--- src/rtl/fetcher_if.sv ---
// Fetcher bus bundle: memory-controller request/response, decoder issue port
// and ROB/back-pressure inputs. The fetcher side uses the master modport.
interface fetcher_if;
    logic        mc_request_out;
    logic [31:0] mc_addr_out;
    logic        mc_ready_in;
    logic [31:0] mc_data_in;

    logic        dec_issue_out;
    logic [31:0] dec_inst_out;
    logic [31:0] dec_pc_out;
    logic [31:0] dec_predict_pc_out;

    logic        full_in;
    logic        rob_flush_in;
    logic [31:0] rob_target_pc_in;

    modport master (
        output mc_request_out,
        output mc_addr_out,
        input  mc_ready_in,
        input  mc_data_in,
        output dec_issue_out,
        output dec_inst_out,
        output dec_pc_out,
        output dec_predict_pc_out,
        input  full_in,
        input  rob_flush_in,
        input  rob_target_pc_in
    );

    modport slave (
        input  mc_request_out,
        input  mc_addr_out,
        output mc_ready_in,
        output mc_data_in,
        input  dec_issue_out,
        input  dec_inst_out,
        input  dec_pc_out,
        input  dec_predict_pc_out,
        output full_in,
        output rob_flush_in,
        output rob_target_pc_in
    );
endinterface

--- src/rtl/fetcher.sv ---
// Instruction fetcher: one outstanding word fetch, static branch prediction,
// 4-entry instruction queue feeding the decoder, flush-and-redirect from the ROB.
module fetcher (
    input  logic      clk_in,
    input  logic      rst_in,
    input  logic      rdy_in,
    fetcher_if.master bus
);

    typedef enum logic [1:0] {
        IDLE    = 2'd0,
        WAIT    = 2'd1,
        DISCARD = 2'd2
    } state_t;

    localparam int DEPTH = 4;

    state_t      state, state_nxt;
    logic [31:0] pc, pc_nxt;
    logic [2:0]  count, count_nxt;
    logic [1:0]  head, head_nxt;
    logic [1:0]  tail, tail_nxt;
    logic        req, req_nxt;
    logic [31:0] addr, addr_nxt;

    logic [31:0] inst_q [DEPTH];
    logic [31:0] pc_q   [DEPTH];
    logic [31:0] pred_q [DEPTH];

    logic        push;
    logic        issue;
    logic [31:0] pred_pc;

    // Static prediction: JAL always taken, backward conditional branches taken,
    // everything else (JALR included) falls through.
    function automatic logic [31:0] predict_next(input logic [31:0] cur_pc,
                                                 input logic [31:0] inst);
        logic signed [31:0] imm_j;
        logic signed [31:0] imm_b;
        logic [31:0]        next_pc;
        imm_j   = {{12{inst[31]}}, inst[19:12], inst[20], inst[30:21], 1'b0};
        imm_b   = {{20{inst[31]}}, inst[7], inst[30:25], inst[11:8], 1'b0};
        next_pc = cur_pc + 32'd4;
        if (inst[6:0] == 7'b1101111) begin
            next_pc = cur_pc + imm_j;
        end else if (inst[6:0] == 7'b1100011 && inst[31]) begin
            next_pc = cur_pc + imm_b;
        end
        return next_pc;
    endfunction

    assign pred_pc = predict_next(pc, bus.mc_data_in);

    assign issue = rdy_in && !rst_in && (count != 3'd0) && !bus.full_in && !bus.rob_flush_in;

    always_ff @(posedge clk_in) begin
        if (rst_in) begin
            state <= IDLE;
            pc    <= '0;
            count <= '0;
            head  <= '0;
            tail  <= '0;
            req   <= 1'b0;
            addr  <= '0;
        end else begin
            state <= state_nxt;
            pc    <= pc_nxt;
            count <= count_nxt;
            head  <= head_nxt;
            tail  <= tail_nxt;
            req   <= req_nxt;
            addr  <= addr_nxt;
        end
    end

    always_comb begin
        state_nxt = state;
        pc_nxt    = pc;
        count_nxt = count;
        head_nxt  = head;
        tail_nxt  = tail;
        req_nxt   = req;
        addr_nxt  = addr;
        push      = 1'b0;

        if (rdy_in) begin
            if (bus.rob_flush_in) begin
                // Redirect wins over everything; a response still in flight
                // must be swallowed in DISCARD.
                count_nxt = '0;
                head_nxt  = '0;
                tail_nxt  = '0;
                pc_nxt    = bus.rob_target_pc_in;
                req_nxt   = 1'b0;
                case (state)
                    WAIT:    state_nxt = bus.mc_ready_in ? IDLE : DISCARD;
                    DISCARD: state_nxt = bus.mc_ready_in ? IDLE : DISCARD;
                    default: state_nxt = IDLE;
                endcase
            end else begin
                case (state)
                    IDLE: begin
                        if (count < 3'd4) begin
                            req_nxt   = 1'b1;
                            addr_nxt  = pc;
                            state_nxt = WAIT;
                        end
                    end
                    WAIT: begin
                        if (bus.mc_ready_in) begin
                            push      = 1'b1;
                            pc_nxt    = pred_pc;
                            req_nxt   = 1'b0;
                            state_nxt = IDLE;
                        end
                    end
                    DISCARD: begin
                        if (bus.mc_ready_in) begin
                            state_nxt = IDLE;
                        end
                    end
                    default: state_nxt = IDLE;
                endcase

                if (push) begin
                    tail_nxt = tail + 2'd1;
                end
                if (issue) begin
                    head_nxt = head + 2'd1;
                end
                count_nxt = count + {2'b00, push} - {2'b00, issue};
            end
        end
    end

    // Queue payload carries no reset; occupancy is tracked by count alone.
    always_ff @(posedge clk_in) begin
        if (push) begin
            inst_q[tail] <= bus.mc_data_in;
            pc_q[tail]   <= pc;
            pred_q[tail] <= pred_pc;
        end
    end

    assign bus.mc_request_out     = req;
    assign bus.mc_addr_out        = addr;
    assign bus.dec_issue_out      = issue;
    assign bus.dec_inst_out       = issue ? inst_q[head] : '0;
    assign bus.dec_pc_out         = issue ? pc_q[head]   : '0;
    assign bus.dec_predict_pc_out = issue ? pred_q[head] : '0;

endmodule

--- src/flat_wrapper.sv ---
// flat-port wrapper written by rule: the top's interface ports become plain ports
module fetcher_flat 
  (clk_in, rst_in, rdy_in, bus_mc_request_out, bus_mc_addr_out, bus_mc_ready_in, bus_mc_data_in, bus_dec_issue_out, bus_dec_inst_out, bus_dec_pc_out, bus_dec_predict_pc_out, bus_full_in, bus_rob_flush_in, bus_rob_target_pc_in);
  fetcher_if bus_i ();
  input  logic clk_in;
  input  logic rst_in;
  input  logic rdy_in;
  output wire logic [$bits(bus_i.mc_request_out)-1:0] bus_mc_request_out;
  output wire logic [$bits(bus_i.mc_addr_out)-1:0] bus_mc_addr_out;
  input wire logic [$bits(bus_i.mc_ready_in)-1:0] bus_mc_ready_in;
  input wire logic [$bits(bus_i.mc_data_in)-1:0] bus_mc_data_in;
  output wire logic [$bits(bus_i.dec_issue_out)-1:0] bus_dec_issue_out;
  output wire logic [$bits(bus_i.dec_inst_out)-1:0] bus_dec_inst_out;
  output wire logic [$bits(bus_i.dec_pc_out)-1:0] bus_dec_pc_out;
  output wire logic [$bits(bus_i.dec_predict_pc_out)-1:0] bus_dec_predict_pc_out;
  input wire logic [$bits(bus_i.full_in)-1:0] bus_full_in;
  input wire logic [$bits(bus_i.rob_flush_in)-1:0] bus_rob_flush_in;
  input wire logic [$bits(bus_i.rob_target_pc_in)-1:0] bus_rob_target_pc_in;
  assign bus_mc_request_out = bus_i.mc_request_out;
  assign bus_mc_addr_out = bus_i.mc_addr_out;
  assign bus_i.mc_ready_in = bus_mc_ready_in;
  assign bus_i.mc_data_in = bus_mc_data_in;
  assign bus_dec_issue_out = bus_i.dec_issue_out;
  assign bus_dec_inst_out = bus_i.dec_inst_out;
  assign bus_dec_pc_out = bus_i.dec_pc_out;
  assign bus_dec_predict_pc_out = bus_i.dec_predict_pc_out;
  assign bus_i.full_in = bus_full_in;
  assign bus_i.rob_flush_in = bus_rob_flush_in;
  assign bus_i.rob_target_pc_in = bus_rob_target_pc_in;
  fetcher u_core (.clk_in(clk_in), .rst_in(rst_in), .rdy_in(rdy_in), .bus(bus_i));
endmodule
--- config.mk ---
export PLATFORM = sky130hd
export DESIGN_NAME = fetcher_flat
export DESIGN_NICKNAME = d
export VERILOG_FILES = /design/src/rtl/fetcher_if.sv /design/src/rtl/fetcher.sv /design/src/flat_wrapper.sv
export SDC_FILE = /design/constraint.sdc
export NUM_CORES = 1
export LEC_CHECK = 0
export BUFFER_PORTS_ARGS = -buffer_cell sky130_fd_sc_hd__buf_2
export CORE_MARGIN = 4
export CORE_UTILIZATION = 55
export CTS_CLUSTER_SIZE = 28
export DETAILED_ROUTE_END_ITERATION = 10
export PLACE_DENSITY = 0.75
export SKIP_LAST_GASP = 1
export SLEW_MARGIN = 20
export SYNTH_ARGS = -nofsm -noshare
export SYNTH_HDL_FRONTEND = slang
export SYNTH_SLANG_ARGS = --single-unit
export TNS_END_PERCENT = 50
--- constraint.sdc ---
create_clock -name clk_in -period 4.75 [get_ports clk_in]
set_clock_uncertainty 0.2 [all_clocks]
set_input_delay 0.7125 -clock clk_in [delete_from_list [all_inputs] [get_ports clk_in]]
set_output_delay 0.7125 -clock clk_in [all_outputs]
set_load 0.01 [all_outputs]
After elaboration in Yosys (flattened, before gate mapping) --
Memory sizes are Yosys's and may differ from the RTL's. A register that Yosys moved wholly into a read port is not among the register bits. Cells that the tools add are included.
Storage, ports and cells: register bits 74, bits in writable memories 384, output and inout bits 130, word-level logic and storage cells 85, memories 3
Memories:
- u_core.inst_q | depth 4, bits a word 32, rd ports 1, clocked after memory_dff 1, write ports 1, RTL line fetcher.sv:26 | logic [31:0] inst_q [DEPTH];
- u_core.pc_q | depth 4, bits a word 32, rd ports 1, clocked after memory_dff 1, write ports 1, RTL line fetcher.sv:27 | logic [31:0] pc_q [DEPTH];
- u_core.pred_q | depth 4, bits a word 32, rd ports 1, clocked after memory_dff 1, write ports 1, RTL line fetcher.sv:28 | logic [31:0] pred_q [DEPTH];
Operators by class: add/sub/neg operators 7, $lt $le $gt $ge 1, eq/ne operators 7, muxes and demuxes 37, bitwise gates (word level) 1, reduce and logical (&&, ||, !) cells 22
Operators by type and width (count):
- $mux 32 | 8
- $add 32x32->32 | 2
- $add 32x3->32 const B | 1
- $mux 2 | 15
- $eq 7x7->1 const B | 2
- $mux 1 | 11
- $reduce_and 4->1 | 2
- $reduce_bool 2->1 | 4
- $reduce_and 3->1 | 2
- $reduce_bool 3->1 | 2
- $logic_and 1x1->1 | 5
- $add 2x1->2 const B | 2
- $pmux 2 s2 | 1
- $reduce_and 2->1 | 2
- $add 3x1->3 | 1
- $logic_not 1->1 | 3
- $lt 3x3->1 const B | 1
- $mux 3 | 1
- $ne 3x1->1 const B | 1
- $ne 3x2->1 const B | 1
- $ne 3x3->1 const B | 1
- $sub 3x1->3 | 1
- $eq 2x1->1 const B | 1
- $eq 2x2->1 const B | 1
- other kinds (4) | 4

Depth between registers and ports, before layout --
Gate-level depths: netlist of the first run.
depth in word-level cells 9, gate-level depth with buffers 13, depth with buffers taken out 13

Worst setup path before layout of the first run --
Ideal clock, no wire load.
path type input-to-reg, start point input port bus_rob_flush_in, end point memory u_core.inst_q[0][0], enable pin, library setup time 0.465 ns, data arrival time 3.641 ns, data required time 4.085 ns, setup slack 0.444 ns, stages on the path 4, buffers on the path 2, cells stage by stage clkbuf_1 o21a_1 clkbuf_1 and3_1
On the way: cells in the longest elaborated chain, start to end 4
RTL lines:
- start: declaration | RTL line flat_wrapper.sv:17 | input wire logic [$bits(bus_i.rob_flush_in)-1:0] bus_rob_flush_in;
- $mux 1 | RTL line fetcher.sv:87 | if (bus.rob_flush_in) begin
- $mux 1 | RTL line fetcher.sv:86 | if (rdy_in) begin
- $mux 1 | RTL line fetcher.sv:138 | if (push) begin
- $mux 1 (not written as such) | RTL line fetcher.sv:139 | inst_q[tail] <= bus.mc_data_in;
- end: declaration | RTL line fetcher.sv:26
Every way passes these cells.

Worst setup path after layout of the first run --
start point register u_core.pc[9], end point memory u_core.pred_q[0][22], data pin
On the way: cells in the longest elaborated chain, start to end 3, elaborated cells on any way between the ends 5, those cells by class add/sub: 3; mux: 2
RTL lines:
- start: declaration | RTL line fetcher.sv:19 | logic [31:0] pc, pc_nxt;
- start signal: assignment | RTL line fetcher.sv:67 | pc <= pc_nxt;
- $add 32x3->32 / $add 32x32->32 (equally long branches) | RTL line fetcher.sv:43, fetcher.sv:47
- $mux 32 | RTL line fetcher.sv:46 | end else if (inst[6:0] == 7'b1100011 && inst[31]) begin
- $mux 32 (*) | RTL line fetcher.sv:44 | if (inst[6:0] == 7'b1101111) begin
- named net u_core.pred_pc[22] | RTL line fetcher.sv:32 | logic [31:0] pred_pc;
- end: declaration | RTL line fetcher.sv:28
Mark *: on every way through the listed nets, which the timed path passes. The rest lies on a longest branch.

==> results of run 1 <==
-- layout by cell type (no fill, tap or decap), types with 22 or more instances in the layout --
cell	n
clkbuf_16	47
edfxtp_1	380
a21oi_1	109
a21o_1	25
nand3_1	27
xnor2_1	26
nand2_1	156
dfxtp_1	74
and3_1	107
nor2_1	72
buf_4	36
o21ai_0	43
ha_1	52
buf_2	199
inv_1	22
mux4_2	95
xor2_1	27
-- final timing paths --
check                              from                    endpoint  slack (ns)
min                  bus_mc_data_in[28]        u_core.inst_q[2][28]        0.17
min reg2reg  u_core.bus.mc_addr_out[19]  u_core.bus.mc_addr_out[19]        0.25
max reg2reg                u_core.pc[9]        u_core.pred_q[0][22]        0.65
max                        u_core.pc[9]        u_core.pred_q[0][22]        0.65
-- power by group through the flow --
stage	clock network [mW]	logic, mW	registers (mW)
floorplan	0	0.450	4.53
global placement	0	0.687	4.54
detailed placement	0	0.696	4.55
CTS	3.41	0.702	4.46
global route	3.59	0.775	4.47
finish	3.36	0.712	4.46
-- area by class of cell --
type | count | area share, %
clock inverters | 21 | 0.4866
clock buffers | 60 | 5.220
multi-input cells | 994 | 32.40
well taps | 511 | 2.618
diodes | 2 | 0.02049
repair buffers | 244 | 5.922
flip-flops and latches | 456 | 52.98
inverters | 23 | 0.3586
-- through the flow --
stage / setup slack (ns) / cells
floorplan: 0.4440 / 1581
global placement: 0.5548 / 2228
detailed placement: 0.4598 / 2228
CTS: 0.6874 / 2309
global route: 0.3966 / 2310
finish: 0.6469 / 2311
-- routing by layer --
metal  vias to the layer above  global-route usage, %
met1                      7373                  41.23
met5                         -                      0
met3                        83                  4.971
met2                       666                  41.59
li1                       6487                      -
met4                         0                  6.005
-- state kept, by name (all words and copies together), names as in the netlist, named ones only --
signal / flops
u_core.head: 2
u_core.pc: 32
u_core.pred_q: 125
u_core.bus.mc_request_out: 1
u_core.bus.mc_addr_out: 32
u_core.inst_q: 128
u_core.tail: 2
u_core.state: 2
u_core.count: 3
u_core.pc_q: 127
-- worst register-to-register path, cell delays in order (launching register included) --
cell	delay, ns
dfxtp_1	0.62
ha_1	0.43
a21o_1	0.22
a31o_4	0.24
nor3_2	0.31
o21ai_2	0.17
a2111oi_4	0.39
o31ai_4	0.20
a21oi_2	0.24
xor2_1	0.09
a221oi_1	0.67
-- cells by family after synthesis --
group	count (synthesis)	synth area share, %
AND/OR/NAND/NOR	463	10.82
flip-flops	456	60.64
AO/OA/AOI/OAI	315	10.00
buffers and inverters	131	2.376
multiplexers	108	10.65
adder cells (fa/ha/maj)	55	3.332
XOR/XNOR	53	2.176
==> results by stage, run 1 <==
Floorplanning:
- The area of the core is about 38,000 um2.
- The count of boundary I/O pins is 200.
- The die covers roughly 42,000 um2.
- The floorplan step set the die width to around 200 um.
- Row generation in the floorplan step produced ~70 rows.
- The die height is roughly 200 um.
- The initial utilization of the core area, before any placement, comes to roughly 56%.

CTS:
- The number of buffers created by CTS is 45.
- The maximum buffer depth of the clock tree is 3.
- Clock-pin slew was measured on the worst setup and hold paths at roughly 0.060 ns.
- The count of instances resized after the clock tree is built is 0.
- The total number of clock tree sinks is 456.
- The number of hold-repair buffers added at the cts stage is 0.
- The number of setup buffers added after CTS is 0.
- Clock latency on the worst-skew pair, taken at its later pin, is slightly below 0.6 ns.
- The total number of H-tree levels is 2.
- The library cell used as clock root buffer is clkbuf_16.
- TritonCTS built the clock tree.

Synthesis:
- Synthesis instantiated 80 different standard cells from the library.
- The synthesized design spends more area on one cell type than any other, namely edfxtp_1.
- Ranked by instance count, the synthesized netlist is headed by edfxtp_1 (380), nand2_1 (156), and3_1 (112).
- The total standard cell area after synthesis is 21,330 um2.
- The dominant register cell in the synthesized netlist is edfxtp_1.
- The area fraction of the dominant cell type after synthesis is a little over half.
- Counting every net in the synthesized netlist gives 1,706.
- In the post-synthesis netlist, the biggest area contributors are edfxtp_1 (54%), mux4_2 (10%), dfxtp_1 (7.1%), and3_1 (3.3%), ha_1 (3.1%).
- The average instance in the mapped netlist occupies 13.49 um2.
- The most used standard cell by instance count after synthesis is edfxtp_1.
- The sequential share of the synthesized area is 60.64%.
- The register bit count reported by yosys is ~460.
- Counting flops with a built-in enable in the synthesized netlist gives between 300 and 400.
- Synthesis handed over a netlist of between 1,500 and 2,000 instances.
- The share of async-settable or async-resettable flops after synthesis is 0%.
- The Yosys step of the flow raised 0 warnings.

Timing:
- The tightest slew margin relative to the limit is a little under a third.
- Dividing the final minimum period by the clock period gives about 86%.
- The setup-violating endpoint count in the final report is 0.
- The hold violation total from the final report is 0.
- The final period demand of the worst path is just over 4 ns.
- Setup repair after global routing left no endpoint under its margin.
- The total count of max-transition violations in the final report is 0.
- At the pin with the least slew margin, the transition time is 1.021 ns.
- Static timing analysis puts the maximum clock frequency at approximately 240 MHz.
- The sum of negative setup slack is 0 ns.
- Across all hold checks on the routed design, the worst slack comes to approximately 0.17 ns.

Finish:
- The area growth from synthesis to layout is 14.53%.
- In the final design database the tool counted 1,889 nets.
- Summing all multi-input logic gate instances after layout gives around 8000 um2.
- At the end of the flow the core is filled with cells to between 60 and 70%.
- Across the whole layout, storage elements account for ~13,000 um2.
- Of the cells placed in the final design, the portion with a size suffix greater than 1 is between 20% and 30%.
- The cell area after layout is between 20,000 and 25,000 um2.
- After filler insertion, the fill cell instance count of the layout stands at 2,828.

GRT:
- The number of global-route vias before repair came to 14,360.
- The first-pass GRT wire length is between 80,000 and 90,000 um.
- Across every metal layer, demand over resource in global routing totals 27.13%.
- The number of antenna violations at the first check in global routing is 2.
- The total overflow left after global routing is 0.
- The largest net degree at the start of global routing is 89.

Drt:
- The routed length on met3 is 4866 um.
- The final routed DRC violation total is 0.
- The average wire per cell in the routed design is 24.66 um.
- For this block, the routed nets add up to 56,980 um of wire.
- The first-pass iteration count of the detailed router is 5.
- The sum of routed wire segments on met1 is roughly 25,000 um.
- The total vias in the final route is roughly 15,000.
- After the first detailed-routing iteration, the DRC count stood at ~1,500.
- The wire length on met2 is 26,180 um.
- The via density per instance is between 6 and 7.
- The uppermost metal layer occupied by signal nets is met4.
- The number of nets still failing antenna checks after routing is 0.

Worst setup path:
- The biggest cell delay along the critical path is around 0.67 ns.
- The cell type of the slowest stage on the worst timing path is a221oi_1.
- The kind of cell adding the most delay to the critical path is compound AO/OA/AOI/OAI gates.
- The critical path start-end classification is flip-flop to flip-flop.
- The count of buffer and inverter cells on the critical path is 0.
- Counting buffers and inverters, the worst setup path is 10 cells deep.
- Measured in cells, the most critical reg-to-reg path has a length of 10.
- For the worst setup path, the data required time is slightly below 5 ns.
- The type of element capturing the critical path is a flip-flop.
- STA classifies the critical path startpoint as a flip-flop.
- The data arrival time of the worst path is approximately 4.2 ns.
- Walking the worst path, the cells encountered are ha_1, a21o_1, a31o_4, nor3_2, o21ai_2, a2111oi_4, o31ai_4, a21oi_2, xor2_1, a221oi_1.
- The highest fanout seen on the critical path is 12.

Power:
- The worst-case IR drop observed on VDD is around 310 uV.
- After layout, the design draws a total of 8.537 mW.
- The internal power component is 6.548 mW.
- The fraction of power consumed by combinational cells is under 10%.
- The reported net switching power is a little under 2 mW.
- Power spread over the standard cell area amounts to roughly 350 nW/um2.
- The part of the total power dissipated in sequential elements is 52.3%.
- For this design the static power due to leakage is 9.231 nW.
- Per report_power, the clock group accounts for around two fifths of the total.
- The switching part of the total power is a little under a quarter.

Place:
- Summed over all nets, the half-perimeter wirelength after detailed placement is about 38,000 um.
- The weighted congestion at the end of routability-driven global placement is between 0.9 and 1.
- During placement, the flow inserted port buffers numbering a little under 200.
- In this run the cell area measured after placement is between 20,000 and 25,000 um2.

Worst hold path:
- The class of the worst hold path is input port to flip-flop.
- Counting instances, the worst hold path has a depth of 1.

Run status:
- The flow ran to the end, and the final reports show no timing, DRC or antenna violations.

Job:
- The max-cap violation count is 0.
Note: power is estimated with default switching activity, not from simulation.
==> run 2, diff against run 1 <==
CTS_BUF_LIST = sky130_fd_sc_hd__clkbuf_8   (was unset)
==> results by stage, run 2 (synthesized netlist as in run 1, its figures left out) <==
CTS:
- The TritonCTS clock tree is done (unchanged).
- The total number of H-tree levels was 3 (was 2).
- The number of buffers inserted to repair setup after CTS was 0 (unchanged).
- The clock transition at the registers of the reported paths is 0.06 ns (about the same).
- The clock latency on the worst-skew pair was 0.63 ns (was 0.58 ns).
- The number of buffers created by CTS came to 73 (was 45).
- The total number of clock tree sinks came to 456 (unchanged).
- The count of instances resized after the clock tree is built is 0 (unchanged).
- The maximum buffer depth of the clock tree is 3 (unchanged).
- The library cell used as clock root buffer is clkbuf_8 (was clkbuf_16).
- The number of hold-repair buffers added at the cts stage came to 0 (unchanged).

Floorplanning:
- The cell row count is 71 (unchanged).
- The die height is 204.9 um (unchanged).
- The area enclosed by the die boundary was 41,990 um2 (unchanged).
- The starting density of the core came to 56.23% (unchanged).
- The area of the core came to 37,930 um2 (unchanged).
- The die span in x is 204.9 um (unchanged).
- The count of boundary I/O pins came to 200 (unchanged).

GRT:
- The met3 demand-to-capacity share in global routing is 5.493% (was 4.971%).
- The global-route track usage on met1 is 39.67% (was 41.23%).
- The overall routing resource usage is 27.07% (was 27.13%).
- The largest net degree at the start of global routing is 89 (unchanged).
- The remaining global-route overflow came to 0 (unchanged).
- The global-route met2 utilization is 41.75% (was 41.59%).
- The first-pass GRT wire length is 86,840 um (was 87,240 um).
- The number of global-route vias before repair is 14,680 (was 14,360).
- The number of antenna violations at the first check in global routing was 2 (unchanged).
- The routing layer with the top usage in global route is met2 (unchanged).

Finish:
- The multi-input combinational cell area is 7914 um2 (unchanged).
- The area of all sequential standard cells was 12,940 um2 (unchanged).
- Most used cells in the layout excluding fill and tap cells: edfxtp_1 (380), buf_2 (199), nand2_1 (156), a21oi_1 (109), and3_1 (107) (unchanged).
- The largest register by flop count was u_core.inst_q (unchanged).
- The flip-flop count of the largest register, all copies and words added is 128 (unchanged).
- The count of filler cells inserted in the layout is 2,837 (was 2,828).
- The final core utilization is 64.31% (was 64.39%).
- Largest registers in the final layout: u_core.inst_q (128), u_core.pc_q (127), u_core.pred_q (125) (unchanged).
- The post-synthesis to final-layout area growth is 14.38% (was 14.53%).
- The cell area after layout came to 24,390 um2 (was 24,430 um2).
- The net count of the finished layout came to 1,917 (was 1,889).
- The post-layout instance count excluding filler cells is 2,360 (was 2,311).
- The fraction of layout cells with a size suffix above 1 is 25.43% (was 24.53%).
- The most common cell after layout, fill and taps aside is edfxtp_1 (unchanged).

Timing:
- The tightest slew margin relative to the limit is 30.17% (was 31.20%).
- The final period demand of the worst path came to 4.163 ns (was 4.103 ns).
- The hold violation total from the final report was 0 (unchanged).
- The sum of negative setup slack is 0 ns (unchanged).
- The period utilization is 87.65% (was 86.38%).
- RSZ-0062 raised after global routing: false (unchanged).
- The transition at the pin with the smallest max-transition slack is 1.037 ns (was 1.021 ns).
- The tightest hold margin is 0.1207 ns (was 0.1658 ns).
- The achievable frequency is 240.2 MHz (was 243.7 MHz).
- The final worst setup slack came to 0.5866 ns (was 0.6469 ns).
- The setup-violating endpoint count in the final report was 0 (unchanged).
- The total count of max-transition violations in the final report is 0 (unchanged).

Worst setup path:
- The origin of the worst setup path is u_core.pc[2] (was u_core.pc[9]).
- The required time at the endpoint of the critical path is 4.87 ns (was 4.82 ns).
- The highest fanout seen on the critical path is 9 (was 12).
- The critical path start-end classification is flip-flop to flip-flop (unchanged).
- The type of element capturing the critical path was a flip-flop (unchanged).
- The data arrival time of the worst path is 4.28 ns (was 4.17 ns).
- The kind of start point of the critical path is a flip-flop (unchanged).
- The startpoint of the worst-slack reg-to-reg timing path is u_core.pc[2] (was u_core.pc[9]).

Power:
- The leakage power summed over all cells is 9.337 nW (was 9.231 nW).
- The power per cell area is 341.5 nW/um2 (was 349.5 nW/um2).
- The worst vdd rail ir drop is 257.6 uV (was 314.2 uV).
- The power after layout was 8.331 mW (was 8.537 mW).

Job:
- The max-cap violation count is 0 (unchanged).

Drt:
- The via density per instance is 6.243 (was 6.322).
- The average wire per cell in the routed design is 24.05 um (was 24.66 um).
- The wire length after detailed routing is 56,750 um (was 56,980 um).
- The final routed DRC violation total is 0 (unchanged).
- The total vias in the final route came to 14,730 (was 14,610).
- The first-iteration detailed-routing DRC count is 1,530 (was 1,545).
- The number of nets still failing antenna checks after routing is 0 (unchanged).
- The first-pass iteration count of the detailed router came to 6 (was 5).

Place:
- The worst setup timing slack at the placement stage is 0.4598 ns (unchanged).
- The post-placement cell count is 2,228 (unchanged).
- The weighted congestion at the end of routability-driven global placement is 0.9436 (unchanged).
- The count of input and output buffers is 199 (unchanged).
- The final HPWL from detailed placement is 38,040 um (unchanged).
- The total cell area at the placement stage is 23,030 um2 (unchanged).

Worst hold path:
- The source of the worst hold timing path is bus_mc_data_in[28] (unchanged).
- The class of the worst hold path is input port to flip-flop (unchanged).

Run status:
- Outcome: complete, no violations (unchanged).
## run 2: worst paths after layout
kind,endpoint,slack [ns],cells after the start
max,u_core.pred_q[0][28],0.59,10
min,u_core.inst_q[2][28],0.12,1
max reg2reg,u_core.pred_q[0][28],0.59,10
min reg2reg,u_core.bus.mc_addr_out[20],0.25,2
## run 2: layout make-up
class / count / share of cell area [%]
repair buffers: 244 / 5.929
clock buffers: 78 / 4.401
clock inverters: 53 / 1.195
diodes: 1 / 0.01026
flip-flops and latches: 456 / 53.04
well taps: 511 / 2.621
multi-input cells: 994 / 32.44
inverters: 23 / 0.3590
## run 2: metal layers
layer,part of all wire (%),routed length (um)
met1,43,24210
met2,46,25870
met3,9.6,5459
met4,2.2,1222
met5,0,0
## run 2: power by group
part / switching (mW) / leakage, nW / internal (mW)
logic: 0.455 / 4.49 / 0.257
clock network: 1.52 / 0.776 / 1.63
registers: 0.0591 / 4.07 / 4.41
total: 2.03 / 9.34 / 6.30
## run 2: critical path, cell delays in order (launching register included)
cell,delay (ns)
dfxtp_1,0.59
buf_4,0.26
ha_1,0.26
a211o_1,0.33
a211oi_2,0.27
nor4_1,0.11
a311oi_1,0.42
o21ai_1,0.19
a221o_1,0.40
mux2_2,0.29
o21ai_1,0.54
==> run 3, diff against run 2 <==
clock period = 4.45 ns   (was 4.75 ns; I/O delays follow)
==> results by stage, run 3 (synthesized netlist as in run 1, its figures left out) <==
Timing:
- The period utilization is 87.22% (was 87.65%).
- The setup-violating endpoint count in the final report is 0 (unchanged).
- The final period demand of the worst path is 3.881 ns (was 4.163 ns).
- The achievable frequency was 257.6 MHz (was 240.2 MHz).
- The total count of max-transition violations in the final report is 0 (unchanged).
- The sum of negative setup slack is 0 ns (unchanged).
- RSZ-0062 raised after global routing: false (unchanged).
- The hold violation total from the final report came to 0 (unchanged).
- The tightest slew margin relative to the limit is 31.05% (was 30.17%).
- The tightest hold margin is 0.08413 ns (was 0.1207 ns).
- The transition at the pin with the smallest max-transition slack came to 1.023 ns (was 1.037 ns).
- The final worst setup slack is 0.5687 ns (was 0.5866 ns).

Drt:
- The wire length after detailed routing is 57,600 um (was 56,750 um).
- The total vias in the final route is 14,740 (was 14,730).
- The via density per instance is 6.226 (was 6.243).
- The average wire per cell in the routed design was 24.33 um (was 24.05 um).
- The first-pass iteration count of the detailed router is 5 (was 6).
- The first-iteration detailed-routing DRC count is 1,340 (was 1,530).
- The final routed DRC violation total is 0 (unchanged).
- The number of nets still failing antenna checks after routing was 0 (unchanged).

Finish:
- The net count of the finished layout is 1,926 (was 1,917).
- The final core utilization is 64.42% (was 64.31%).
- The most common cell after layout, fill and taps aside is edfxtp_1 (unchanged).
- The post-synthesis to final-layout area growth is 14.58% (was 14.38%).
- Most used cells in the layout excluding fill and tap cells: edfxtp_1 (380), buf_2 (199), nand2_1 (156), a21oi_1 (109), and3_1 (107) (unchanged).
- The fraction of layout cells with a size suffix above 1 is 25.65% (was 25.43%).
- The antenna diode count is 0 (was 1).
- Largest registers in the final layout: u_core.inst_q (128), u_core.pc_q (127), u_core.pred_q (125) (unchanged).
- The largest register by flop count is u_core.inst_q (unchanged).
- The flip-flop count of the largest register, all copies and words added is 128 (unchanged).
- The count of filler cells inserted in the layout is 2,868 (was 2,837).

Place:
- The worst setup timing slack at the placement stage was 0.3404 ns (was 0.4598 ns).
- The weighted congestion at the end of routability-driven global placement was 0.9738 (was 0.9436).
- The count of input and output buffers is 199 (unchanged).
- The final HPWL from detailed placement came to 38,600 um (was 38,040 um).

CTS:
- The library cell used as clock root buffer is clkbuf_8 (unchanged).
- The number of buffers inserted to repair setup after CTS is 0 (unchanged).
- The TritonCTS clock tree is done (unchanged).
- The total number of clock tree sinks is 456 (unchanged).
- The count of instances resized after the clock tree is built is 0 (unchanged).
- The number of hold-repair buffers added at the cts stage is 0 (unchanged).
- The number of buffers created by CTS came to 72 (was 73).
- The clock latency on the worst-skew pair is 0.62 ns (was 0.63 ns).
- The clock transition at the registers of the reported paths is 0.06 ns (about the same).
- The maximum buffer depth of the clock tree is 3 (unchanged).
- The total number of H-tree levels is 3 (unchanged).

Power:
- The internal power component is 6.691 mW (was 6.297 mW).
- The power per cell area is 361.0 nW/um2 (was 341.5 nW/um2).
- The reported net switching power came to 2.132 mW (was 2.034 mW).
- The part of the total power dissipated in sequential elements is 53.9% (was 53.6%).
- The leakage power summed over all cells came to 9.390 nW (was 9.337 nW).
- The worst vdd rail ir drop came to 337.6 uV (was 257.6 uV).
- The fraction of power consumed by combinational cells is 8.9% (was 8.5%).
- The clock network fraction of total power is 37.2% (was 37.9%).
- The switching part of the total power is 24.16% (was 24.41%).

Run status:
- Outcome: complete, no violations (unchanged).

Floorplanning:
- The cell row count is 71 (unchanged).
- The area of the core is 37,930 um2 (unchanged).
- The die span in x is 204.9 um (unchanged).
- The die height is 204.9 um (unchanged).
- The area enclosed by the die boundary is 41,990 um2 (unchanged).
- The starting density of the core came to 56.23% (unchanged).
- The count of boundary I/O pins came to 200 (unchanged).

Worst setup path:
- The kind of cell adding the most delay to the critical path is compound AO/OA/AOI/OAI gates (unchanged).
- The minimum setup slack among reg-to-reg paths is 0.57 ns (was 0.59 ns).
- The critical path start-end classification is flip-flop to flip-flop (unchanged).
- The count of buffer and inverter cells on the critical path is 0 (was 1).
- Cell chain of the critical path: ha_1, a21o_1, a31o_4, nor3_2, o21ai_2, a2111oi_4, o31ai_4, a21oi_2, xor2_1, a221oi_1 (was buf_4, ha_1, a211o_1, a211oi_2, nor4_1, a311oi_1, o21ai_1, a221o_1, mux2_2, o21ai_1).
- The kind of start point of the critical path is a flip-flop (unchanged).
- The biggest cell delay along the critical path is 0.57 ns (was 0.59 ns).
- The data arrival time of the worst path came to 4.00 ns (was 4.28 ns).
- The required time at the endpoint of the critical path was 4.57 ns (was 4.87 ns).
- The cell type of the slowest stage on the worst timing path is a221oi_1 (was dfxtp_1).
- The highest fanout seen on the critical path is 9 (unchanged).
- The type of element capturing the critical path is a flip-flop (unchanged).

GRT:
- The routing layer with the top usage in global route is met2 (unchanged).
- The number of global-route vias before repair is 14,670 (was 14,680).
- The global-route track usage on met1 is 39.76% (was 39.67%).
- The first-pass GRT wire length is 87,940 um (was 86,840 um).
- The largest net degree at the start of global routing is 68 (was 89).
- The met3 demand-to-capacity share in global routing is 6.158% (was 5.493%).
- The remaining global-route overflow came to 0 (unchanged).
- The global-route met2 utilization was 43.27% (was 41.75%).
- The overall routing resource usage was 27.61% (was 27.07%).
- The number of antenna violations at the first check in global routing is 0 (was 2).

Worst hold path:
- The class of the worst hold path is input port to flip-flop (unchanged).

Job:
- The max-cap violation count is 0 (unchanged).
[run 3: layer usage]
metal  up-vias  part of all wire, %
met1      7328                   41
li1       6577                    -
met2       756                   47
met3        76                   10
met5         -                    0
met4         0                  1.8
[run 3: path summary, 6_finish.rpt]
| path | cells past startpoint | start | end |
|---|---|---|---|
| worst min register to register | 2 | u_core.bus.mc_addr_out[26] | u_core.bus.mc_addr_out[26] |
| worst min-delay path | 1 | bus_mc_data_in[28] | u_core.inst_q[2][28] |
| worst max register to register | 10 | u_core.pc[7] | u_core.pred_q[3][22] |
| worst max-delay path | 10 | u_core.pc[7] | u_core.pred_q[3][22] |
[run 3: metrics by stage]
step	total power, mW	area, um2	std cells
global placement	5.592	23100	2238
global route	9.185	24440	2367
floorplan	5.321	21330	1581
CTS	8.872	24440	2367
finish	8.823	24440	2367
detailed placement	5.610	23100	2238
[run 3: final cells by class]
| cell class | instances | area (um2) | area share [%] |
|---|---|---|---|
| Clock buffer | 80 | 1101 | 4.506 |
| Clock inverter | 49 | 234.0 | 0.9575 |
| Inverter | 23 | 87.58 | 0.3584 |
| Multi-Input combinational cell | 994 | 7914 | 32.38 |
| Sequential cell | 456 | 12940 | 52.95 |
| Tap cell | 511 | 639.4 | 2.616 |
| Timing Repair Buffer | 254 | 1521 | 6.226 |
[run 3: power groups by stage]
stage	Combinational, mW	Clock, mW	Sequential [mW]
2_1_floorplan	0.480	0	4.84
3_3_place_gp	0.758	0	4.83
3_5_place_dp	0.771	0	4.84
4_1_cts	0.775	3.35	4.75
5_1_grt	0.856	3.58	4.75
6_report	0.786	3.29	4.75
